## src/rtl/mem_arbiter.sv

```systemverilog
// Two-requester (fetch / load-store) arbiter onto one memory port, one transaction in flight.
// Accept-to-completion >= 2 cycles; requesters see ready=0 until the port is free again.
module mem_arbiter (
  input  logic        clk,
  input  logic        rst,
  input  logic        ifu_req_valid,
  output logic        ifu_req_ready,
  input  logic [63:0] ifu_addr,
  output logic        ifu_resp_valid,
  output logic [63:0] ifu_rdata,
  input  logic        lsu_req_valid,
  output logic        lsu_req_ready,
  input  logic [63:0] lsu_addr,
  input  logic        lsu_wen,
  input  logic [63:0] lsu_wdata,
  input  logic [7:0]  lsu_wmask,
  output logic        lsu_resp_valid,
  output logic [63:0] lsu_rdata,
  output logic        mem_req_valid,
  input  logic        mem_req_ready,
  output logic [63:0] mem_addr,
  output logic        mem_wen,
  output logic [63:0] mem_wdata,
  output logic [7:0]  mem_wmask,
  input  logic        mem_resp_valid,
  input  logic [63:0] mem_rdata
);

  typedef enum logic [1:0] {IDLE, REQ, RESP, DONE} state_t;

  state_t      state, state_nxt;
  logic        owner_lsu;
  logic        last_lsu;
  logic        grant_ifu, grant_lsu;
  logic        accept;
  logic        capture;
  logic [63:0] ifu_rdata_q, lsu_rdata_q;
  logic [63:0] addr_q, wdata_q;
  logic        wen_q;
  logic [7:0]  wmask_q;

  // A tie goes to whichever requester did not win last time.
  always_comb begin
    grant_ifu = ifu_req_valid && (!lsu_req_valid || last_lsu);
    grant_lsu = lsu_req_valid && (!ifu_req_valid || !last_lsu);
    accept    = (state == IDLE) && (grant_ifu || grant_lsu);
    capture   = ((state == REQ) && mem_req_ready && mem_resp_valid) ||
                ((state == RESP) && mem_resp_valid);
  end

  always_ff @(posedge clk) begin
    if (rst) state <= IDLE;
    else     state <= state_nxt;
  end

  always_comb begin
    state_nxt = state;
    unique case (state)
      IDLE:    if (accept) state_nxt = REQ;
      REQ:     if (mem_req_ready) state_nxt = mem_resp_valid ? DONE : RESP;
      RESP:    if (mem_resp_valid) state_nxt = DONE;
      DONE:    state_nxt = IDLE;
      default: state_nxt = IDLE;
    endcase
  end

  always_ff @(posedge clk) begin
    if (rst) begin
      owner_lsu   <= 1'b0;
      last_lsu    <= 1'b1;
      addr_q      <= '0;
      wen_q       <= 1'b0;
      wdata_q     <= '0;
      wmask_q     <= '0;
      ifu_rdata_q <= '0;
      lsu_rdata_q <= '0;
    end else begin
      if (accept) begin
        owner_lsu <= grant_lsu;
        last_lsu  <= grant_lsu;
        addr_q    <= grant_lsu ? lsu_addr  : ifu_addr;
        wen_q     <= grant_lsu ? lsu_wen   : 1'b0;
        wdata_q   <= grant_lsu ? lsu_wdata : 64'd0;
        wmask_q   <= grant_lsu ? lsu_wmask : 8'd0;
      end
      if (capture && owner_lsu)  lsu_rdata_q <= mem_rdata;
      if (capture && !owner_lsu) ifu_rdata_q <= mem_rdata;
    end
  end

  // Handshake outputs are held low while rst is asserted so an abandoned
  // transaction can never emit a pulse in the reset cycle itself.
  always_comb begin
    ifu_req_ready  = !rst && (state == IDLE) && grant_ifu;
    lsu_req_ready  = !rst && (state == IDLE) && grant_lsu;
    mem_req_valid  = !rst && (state == REQ);
    ifu_resp_valid = !rst && (state == DONE) && !owner_lsu;
    lsu_resp_valid = !rst && (state == DONE) && owner_lsu;
    mem_addr       = addr_q;
    mem_wen        = wen_q;
    mem_wdata      = wdata_q;
    mem_wmask      = wmask_q;
    ifu_rdata      = ifu_rdata_q;
    lsu_rdata      = lsu_rdata_q;
  end

endmodule

```

## config.mk

```make
export PLATFORM = sky130hd
export DESIGN_NAME = mem_arbiter
export DESIGN_NICKNAME = d
export VERILOG_FILES = /design/src/rtl/mem_arbiter.sv
export SDC_FILE = /design/constraint.sdc
export NUM_CORES = 1
export LEC_CHECK = 0
export CORE_AREA = 10 10 204 206
export CTS_CLUSTER_SIZE = 28
export DETAILED_ROUTE_END_ITERATION = 10
export DIE_AREA = 0 0 214 216
export PLACE_DENSITY = 0.59
export SYNTH_ARGS = -nofsm -noshare
export SYNTH_HDL_FRONTEND = slang
export SYNTH_SLANG_ARGS = --single-unit
```

## constraint.sdc

```tcl
create_clock -name clk -period 5.34 [get_ports clk]
set_clock_uncertainty 0.15 [all_clocks]
set_input_delay 1.068 -clock clk [delete_from_list [all_inputs] [get_ports clk]]
set_output_delay 1.068 -clock clk [all_outputs]
set_load 0.005 [all_outputs]
```

* Word-level counts from Yosys, hierarchy flattened
Index checks and enable logic that the tools add are counted.
** Operators by class
- Equal/unequal tests :: 6
- Mux-type cells :: 9
- Reduce and logical (&&, ||, !) cells :: 26
** Operators with widths (number)
- 2-to-1 mux 64 bit :: 2
- logical AND 1 bit :: 15
- 2-to-1 mux 8 bit :: 1
- one-hot mux 2 bit (4 select lines) :: 1
- 2-to-1 mux 2 bit :: 3
- != test 2 bit, second input constant :: 3
- logical NOT 1 bit :: 5
- == test 2 bit, second input constant :: 2
- logical OR 1 bit :: 4
- AND reduction 3 bit :: 1
- == test 2 x 1 -> 1 bit, second input constant :: 1
- logical NOT 2 bit :: 1
- 2-to-1 mux 1 bit :: 2
** Storage, ports and cells
- Bits in registers :: 269
- Input bits :: 271
- Output and inout bits :: 270
- Word-level logic and storage cells :: 50

* Logic depth before layout (Yosys ltp)
Gate-level depths: netlist of run 1.
- Depth in word-level cells :: 7
- Depth in mapped cells :: 7
- Depth with buffers taken out :: 5

* Worst setup path before layout of run 1
No wires, ideal clock.
- Path type :: in2out
- Start :: in rst
- End :: out ifu_resp_valid
- Data arrival time :: 1.833 ns
- Data required time :: 4.122 ns
- Slack :: 2.289 ns
- Stages on the path :: 4
- Path buffers :: 3
- Cell sequence :: buf_2 > clkbuf_1 > clkbuf_1 > nor3b_1
** Between the ends
- Word-level cells in the longest chain between the ends :: 3
** RTL lines
- start: declaration :: line 5 : input logic rst,
- logical NOT 1 bit :: line 97 : ifu_resp_valid = !rst && (state == DONE) && !owner_lsu;
- logical AND 1 bit (2 in a row) :: line 97
- end: declaration :: line 9 : output logic ifu_resp_valid,
Every way passes these cells.

* Final worst setup path of run 1
- Start :: in lsu_req_valid
- End :: out lsu_req_ready
** Between the ends
- Word-level cells in the longest chain between the ends :: 2
** RTL lines
- start: declaration :: line 11 : input logic lsu_req_valid,
- logical AND 1 bit :: line 45 : grant_lsu = lsu_req_valid && (!ifu_req_valid || !last_lsu);
- logical AND 1 bit :: line 95 : lsu_req_ready = !rst && (state == IDLE) && grant_lsu;
- end: declaration :: line 12 : output logic lsu_req_ready,
Every way passes these cells.

==> flow_summary.json, run 1 <==
{
  "clock.fmax_mhz": 248,
  "end_kind": "output pin",
  "via_per_inst": 4.60,
  "crit_required_ns": 4.12,
  "finalSetupTns_ns": 0,
  "crit_fanout": 6,
  "postCtsResizedCells": 0,
  "slew_viol_final": 0,
  "clk_latency_ns": 0.55,
  "drc": 0,
  "antenna_left": 0,
  "holdCritPathClass": "reg -> reg",
  "synth-xor-area-share_pct": 0,
  "grt_start_max_net_pins": 139,
  "dr.pass1.iters": 5,
  "cp-start-kind": "primary input",
  "finalCriticalPeriod_ns": 4.03,
  "gp_congestion": 0.836,
  "hold_viol": 0,
  "worst_slew_pin_slew_ns": 1.17,
  "drive_gt1_share_pct": 4.73,
  "cp_slowest_cell": "clkdlybuf4s50_1",
  "synthAdderAreaFrac_pct": 0.593,
  "cts_buffers": 31,
  "slew_headroom_pct": 21.9,
  "power.static_leakage_nw": 6.48,
  "core-area_sq_um": 37400,
  "area_delta_synth_final_pct": 64.1,
  "rsz0062_at_grt": "no",
  "synth_top_family_by_area": "simple AND/OR/NAND/NOR gates",
  "grt_antenna_before_repair": 3,
  "hold_buffers": 0,
  "grt.overflow.total": 0,
  "routedWlPerCell_microns": 20.7,
  "die_area_sq_um": 46200,
  "io_buffers": 540,
  "die_w_microns": 214,
  "final_nets": 1882,
  "io_pins": 541,
  "drtIter0Drc": 555,
  "final_cell_mix": "539 x clkdlybuf4s50_1, 269 x dfxtp_1, 130 x nand2b_1",
  "cp.arrival_ns": 2.81,
  "syn_inst": 1120,
  "postLayoutCoreUtil_pct": 46.3,
  "ctsLongestPathBuffers": 3,
  "route.vias.total": 9838,
  "ys_warn_count": 0,
  "setup_violations": 0,
  "grt_pass1_wl_mm": 65.0,
  "cpMostUsedCell": "clkdlybuf4s50_1",
  "cp_cell_sequence": "clkdlybuf4s50_1 > a21bo_2 > nor3b_4 > clkdlybuf4s50_1",
  "avgSynthCellArea_sq_um": 9.42,
  "rows": 71,
  "synthSimpleGateAreaFrac_pct": 19.3,
  "ys_seq_elements": 269,
  "post-cts-setup-buffer-count": 0,
  "yosys.area.top_type": "dfxtp_1",
  "status": "finished clean",
  "die_h_microns": 216,
  "dp.final_hpwl_mm": 33.1,
  "n_fill_cell": 3612,
  "path_clk_slew_ns": 0.06,
  "synth_compound_area_share_pct": 18.4,
  "vdd_ir_drop_max_uv": 244,
  "routed_wl_mm": 44.4,
  "power_density_nw_per_um2": 402,
  "yosysTopAreaCellShare_pct": 51.1,
  "max_stage_delay_ns": 0.59,
  "ys_top_cells_by_area": "dfxtp_1 51%, nand2b_1 7.8%, mux2i_1 6.1%, a22o_1 6.1%, o21ai_0 5.6%",
  "track_usage_pct": 17.9,
  "cts_root_buf": "clkbuf_16",
  "syn-num-nets": 1396,
  "crit_type": "in -> out",
  "synthMuxAreaShare_pct": 6.07,
  "final_common_cell": "clkdlybuf4s50_1",
  "syn_area_sq_um": 10500,
  "cts_tree": "yes",
  "grt_pass1_vias": 9888,
  "ys_seq_area_share_pct": 51.1,
  "max-cap-violations": 0,
  "period_share_pct": 75.5,
  "htreeDepth": 1,
  "synth_cell_type_count": 34,
  "clock-sinks": 269,
  "initial_core_util_pct": 28.2
}
==> power breakdown <==
group / leakage [nW] / total, W / switching, W / internal (W)
clock: 0.504 / 0.00213 / 0.000849 / 0.00128
combinational: 3.78 / 0.00223 / 0.00108 / 0.00116
sequential: 2.19 / 0.00259 / 0.000207 / 0.00238
==> cells in the mapped netlist <==
cell,count
nor2_1,65
a22o_1,73
o21a_1,1
a21bo_2,1
nand2_1,128
nor3b_2,1
nor3b_1,1
a311oi_1,65
a21o_1,2
or3b_2,1
buf_1,4
nand4_1,1
ha_1,5
nand3b_1,1
nand2b_1,132
buf_2,32
clkbuf_1,52
dfxtp_1,269
o21ai_1,11
buf_4,6
and3_1,2
inv_1,3
nor2b_1,65
mux2i_1,64
a21boi_0,1
clkbuf_2,1
a311o_1,1
nand3_1,2
buf_6,5
a21oi_1,5
a31o_2,1
and3b_1,1
a31oi_1,1
o21ai_0,117
==> metrics by stage <==
stage	cells	power (W)	worst slack (ns)	hold slack [ns]	area, sq um
2_1_floorplan	1120	0.00357	2.29	0.315	10500
4_1_cts	2139	0.00707	1.32	0.325	17300
3_3_place_gp	2084	0.00487	1.33	0.305	16300
3_5_place_dp	2084	0.00488	1.32	0.304	16300
6_report	2141	0.00695	1.31	0.321	17300
5_1_grt	2141	0.00733	1.28	0.339	17300
==> critical path, delay by kind of cell <==
kind / cells / cell delay [ns]
compound gates: 1 / 0.28
buf+inv: 2 / 1.18
simple gates: 1 / 0.29
==> cells by family after synthesis <==
kind of cell	count (synthesis)
multiplexers	64
flip-flops	269
AND/OR/NAND/NOR	400
buffers and inverters	103
adder cells (fa/ha/maj)	5
AO/OA/AOI/OAI	279
==> per-layer routing <==
metal  routed length [microns]  share of wire, %  vias to the layer above  global-route usage [%]
li1                          -                 -                     4842                       -
met1                     18200                41                     4634                    20.5
met2                     22300                50                      315                    31.7
met3                      3200               7.2                       45                    5.37
met4                       747               1.7                        2                    4.40
met5                        11             0.025                        -                       0
==> registers in the layout, indices dropped and copies added (netlist names) <==
name       cells
last_lsu       1
mem_wen        1
owner_lsu      1
state          2
mem_addr      64
ifu_rdata     64
mem_wdata     64
mem_wmask      8
lsu_rdata     64
==> area by class of cell <==
class	count	area [sq um]	area share (%)
antenna	2	5.00	0.0289
inverter	3	11.3	0.0650
multi-input combinational	748	4730	27.3
tap	511	639	3.69
clock inverter	14	153	0.882
clock buffer	41	873	5.04
timing repair buffer	553	5520	31.9
sequential	269	5390	31.1
==> final timing paths <==
check / startpoint / endpoint / slack, ns / cells after the start
max: lsu_req_valid / lsu_req_ready / 1.31 / 4
min: mem_wdata[0] / mem_wdata[0] / 0.32 / 1
max reg2reg: state[1] / lsu_rdata[49] / 2.75 / 6
min reg2reg: mem_wdata[0] / mem_wdata[0] / 0.32 / 1
Power figures use the tool's default switching activity.
==> inputs of run 2 (changes only) <==
--- a/config.mk
+++ b/config.mk
@@ -9,7 +9,7 @@
 export CTS_CLUSTER_SIZE = 28
 export DETAILED_ROUTE_END_ITERATION = 10
 export DIE_AREA = 0 0 214 216
-export PLACE_DENSITY = 0.59
+export PLACE_DENSITY = 0.61
 export SYNTH_ARGS = -nofsm -noshare
 export SYNTH_HDL_FRONTEND = slang
 export SYNTH_SLANG_ARGS = --single-unit
==> constraint.sdc (replaced) <==
create_clock -name clk -period 3.7 [get_ports clk]
set_clock_uncertainty 0.15 [all_clocks]
set_input_delay 0.74 -clock clk [delete_from_list [all_inputs] [get_ports clk]]
set_output_delay 0.74 -clock clk [all_outputs]
set_load 0.005 [all_outputs]
==> flow_summary.json, run 2 (synthesis results as in run 1) <==
{
  "final_common_cell": "clkdlybuf4s50_1",
  "track_usage_pct": 17.9,
  "postLayoutCoreUtil_pct": 46.3,
  "slew_viol_final": 0,
  "die_w_microns": 214,
  "layoutNonFillerInstCount": 2139,
  "htreeDepth": 1,
  "grt_pass1_vias": 9958,
  "max-cap-violations": 0,
  "crit_type": "in -> out",
  "clk_latency_ns": 0.56,
  "clock.fmax_mhz": 296,
  "power.static_leakage_nw": 6.47,
  "gp_congestion": 0.809,
  "ctsLongestPathBuffers": 3,
  "grt_pass1_wl_mm": 64.9,
  "final_nets": 1882,
  "drc": 0,
  "drtIter0Drc": 598,
  "crit_required_ns": 2.81,
  "status": "finished clean",
  "cp.arrival_ns": 2.48,
  "area_delta_synth_final_pct": 64.1,
  "cts_tree": "yes",
  "io_pins": 541,
  "dr.pass1.iters": 6,
  "postCtsResizedCells": 0,
  "drive_gt1_share_pct": 4.61,
  "multiInputGateArea_sq_um": 4730,
  "grt.overflow.total": 0,
  "finalSetupTns_ns": 0,
  "p_total_w": 0.00992,
  "core-area_sq_um": 37400,
  "hold_viol": 0,
  "io_buffers": 540,
  "routed_wl_mm": 43.9,
  "clock-sinks": 269,
  "crit_fanout": 6,
  "rsz0062_at_grt": "no",
  "n_fill_cell": 3506,
  "via_per_inst": 4.60,
  "holdCritPathClass": "reg -> reg",
  "initial_core_util_pct": 28.2,
  "rows": 71,
  "period_share_pct": 91.2,
  "setup_violations": 0,
  "post-cts-setup-buffer-count": 0,
  "grt_antenna_before_repair": 3,
  "hold_buffers": 0,
  "dp.final_hpwl_mm": 32.2,
  "cts_root_buf": "clkbuf_16",
  "final_cell_mix": "539 x clkdlybuf4s50_1, 269 x dfxtp_1, 130 x nand2b_1",
  "seqCellArea_sq_um": 5390,
  "antenna_left": 0,
  "end_kind": "output pin",
  "routedWlPerCell_microns": 20.5,
  "cts_buffers": 31,
  "slew_headroom_pct": 36.1,
  "finalCriticalPeriod_ns": 3.37,
  "grt_start_max_net_pins": 234,
  "cp-start-kind": "primary input",
  "die_h_microns": 216,
  "path_clk_slew_ns": 0.06,
  "post-place-cells": 2084,
  "worst_slew_pin_slew_ns": 0.958,
  "power_density_nw_per_um2": 574,
  "vdd_ir_drop_max_uv": 422,
  "route.vias.total": 9847,
  "die_area_sq_um": 46200
}
-- run 2: cell types whose count changed in the layout (fill, tap and decap cells not counted) --
cell / change
bufinv_16: -2
clkinvlp_4: -1
buf_12: +4
buf_4: -4
inv_6: +1
-- run 2: cell type report --
class                   instances  area share, %
clock inverters                12          0.542
well taps                     511           3.70
repair buffers                553           32.2
multi-input cells             748           27.3
inverters                       3         0.0651
flip-flops and latches        269           31.1
diodes                          2         0.0289
clock buffers                  41           5.05
-- run 2: layer usage --
metal / vias up / routed length [microns] / track usage (%)
li1: 4846 / - / -
met1: 4626 / 17400 / 20.1
met2: 337 / 22400 / 32.0
met3: 36 / 3540 / 6.21
met4: 2 / 627 / 3.40
met5: - / 13 / 0
-- run 2: power breakdown --
part	total (W)	internal [W]	switching (W)	leakage, nW
sequential	0.00374	0.00344	0.000301	2.19
clock	0.00294	0.00171	0.00123	0.480
combinational	0.00325	0.00168	0.00156	3.80
total	0.00992	0.00683	0.00309	6.47
-- run 2: worst paths after layout --
path                               startpoint            end  slack [ns]  cells after the start
worst max-delay path            lsu_req_valid  lsu_req_ready        0.33                      4
worst min register to register  lsu_rdata[31]  lsu_rdata[31]        0.32                      2
worst min-delay path            lsu_rdata[31]  lsu_rdata[31]        0.32                      2
worst max register to register       state[1]  lsu_rdata[24]        1.27                      6
-- run 2: critical path, cell delays in order --
cell and delay, ns:
clkdlybuf4s50_1 0.59, a21bo_2 0.28, nor3b_4 0.29, clkdlybuf4s50_1 0.57
-- run 2: stage by stage --
stage / instance area [sq um] / hold WS, ns / setup slack, ns
2_1_floorplan: 10500 / 0.315 / 1.30
3_3_place_gp: 16300 / 0.306 / 0.350
3_5_place_dp: 16300 / 0.307 / 0.323
4_1_cts: 17300 / 0.324 / 0.319
5_1_grt: 17300 / 0.334 / 0.281
6_report: 17300 / 0.321 / 0.325
==> inputs of run 3 (changes only) <==
==> config.mk (replaced) <==
export PLATFORM = sky130hd
export DESIGN_NAME = mem_arbiter
export DESIGN_NICKNAME = d
export VERILOG_FILES = /design/src/rtl/mem_arbiter.sv
export SDC_FILE = /design/constraint.sdc
export NUM_CORES = 1
export LEC_CHECK = 0
export CORE_AREA = 10 10 200 202
export CTS_CLUSTER_SIZE = 28
export DETAILED_ROUTE_END_ITERATION = 10
export DIE_AREA = 0 0 210 212
export DONT_BUFFER_PORTS = 1
export PLACE_DENSITY = 0.43
export SYNTH_ARGS = -nofsm -noshare
export SYNTH_HDL_FRONTEND = slang
export SYNTH_SLANG_ARGS = --single-unit
==> flow_summary.json, run 3 (synthesis results as in run 1) <==
{
  "power_density_nw_per_um2": 741,
  "p_sw_share_pct": 31.5,
  "initial_core_util_pct": 29.2,
  "period_share_pct": 76.7,
  "dp.final_hpwl_mm": 28.1,
  "crit_fanout": 17,
  "area_delta_synth_final_pct": 13.1,
  "pwr-share-clk_pct": 36.3,
  "p_total_w": 0.00883,
  "holdCritPathClass": "in -> reg",
  "die_h_microns": 212,
  "slew_viol_final": 0,
  "drtIter0Drc": 523,
  "die_w_microns": 210,
  "via_per_inst": 5.06,
  "p_sw_w": 0.00279,
  "drive_gt1_share_pct": 6.96,
  "setup_violations": 0,
  "rows": 70,
  "gp_congestion": 0.781,
  "io_pins": 541,
  "drc": 0,
  "p_int_w": 0.00605,
  "post-place-cells": 1502,
  "track_usage_pct": 15.7,
  "crit_required_ns": 2.81,
  "status": "finished clean",
  "final_common_cell": "dfxtp_1",
  "vdd_ir_drop_max_uv": 433,
  "post-cts-setup-buffer-count": 0,
  "layoutNonFillerInstCount": 1561,
  "setup_ws_ns": 0.863,
  "route.vias.total": 7892,
  "cp.arrival_ns": 1.95,
  "rsz0062_at_grt": "no",
  "pwr-share-seq_pct": 45.2,
  "grt.overflow.total": 0,
  "cp-start-kind": "register",
  "htreeDepth": 1,
  "hold_viol": 0,
  "postCtsResizedCells": 0,
  "final_cell_mix": "269 x dfxtp_1, 130 x nand2b_1, 128 x nand2_1",
  "combPwrFrac_pct": 18.4,
  "dr.pass1.iters": 4,
  "core-area_sq_um": 36100,
  "worst_slew_pin_slew_ns": 0.807,
  "ctsLongestPathBuffers": 3,
  "grt_antenna_before_repair": 1,
  "io_buffers": 0,
  "slew_headroom_pct": 46.2,
  "grt_pass1_vias": 7821,
  "max-cap-violations": 0,
  "routedWlPerCell_microns": 24.6,
  "antenna_left": 0,
  "grt_start_max_net_pins": 266,
  "final_nets": 1343,
  "cts_root_buf": "clkbuf_16",
  "cts_tree": "yes",
  "die_area_sq_um": 44500,
  "routed_wl_mm": 38.4,
  "clock.fmax_mhz": 353,
  "power.static_leakage_nw": 4.52,
  "end_kind": "output pin",
  "finalSetupTns_ns": 0,
  "grt_pass1_wl_mm": 54.4,
  "crit_type": "reg -> out",
  "place_ws_ns": 1.26,
  "clk_latency_ns": 0.56,
  "hold_buffers": 0,
  "finalCriticalPeriod_ns": 2.84,
  "cts_buffers": 31,
  "path_clk_slew_ns": 0.06,
  "clock-sinks": 269
}
==> run 3: changes by cell type in the layout (fill, tap and decap cells not counted), sizes merged <==
cell	delta
diode	-1
clkdlybuf4s50	-539
bufinv	+2
clkinv	-6
clkbuf	+11
clkinvlp	-2
==> run 3: metrics by stage <==
step	utilization (%)	hold slack [ns]	area [sq um]
final	33.0	0.163	11900
after floorplan	-	0.315	10500
after detailed placement	30.0	0.338	10800
after global placement	30.0	0.337	10800
after global routing	33.0	0.139	11900
after CTS	33.0	0.0774	11900
==> run 3: power by group through the flow <==
stage	Combinational (W)	Clock (W)	Sequential (W)
after floorplan	0.00136	0	0.00380
after global placement	0.00163	0	0.00410
after detailed placement	0.00165	0	0.00408
after CTS	0.00165	0.00331	0.00403
after global routing	0.00186	0.00342	0.00407
final	0.00163	0.00321	0.00399
==> run 3: final cells by class <==
| cell class | count | area (sq um) |
|---|---|---|
| Clock buffer | 52 | 985 |
| Sequential cell | 269 | 5390 |
| Antenna cell | 1 | 2.50 |
| Fill cell | 3717 | 24200 |
| Timing Repair Buffer | 14 | 118 |
| Multi-Input combinational cell | 748 | 4730 |
| Inverter | 3 | 11.3 |
| Clock inverter | 6 | 109 |
| Tap cell | 468 | 586 |
==> run 3: final timing paths <==
path,end,startpoint,cells past startpoint,slack [ns]
max,lsu_req_ready,state[0],4,0.86
min,mem_wdata[7],lsu_wdata[7],1,0.16
max reg2reg,mem_wdata[41],state[0],6,1.32
min reg2reg,lsu_rdata[44],lsu_rdata[44],2,0.35
==> run 3: critical path, stage by stage, from the launching register on <==
cell	delay [ns]
dfxtp_1	0.35
inv_1	0.13
ha_1	0.30
nor3b_4	0.31
buf_4	0.29
==> run 3: per-layer routing <==
metal	vias up	wire length, microns	GRT usage (%)
li1	3768	-	-
met1	3752	14500	17.6
met2	330	19300	27.0
met3	42	4090	6.65
met4	0	558	3.89
met5	-	0	0
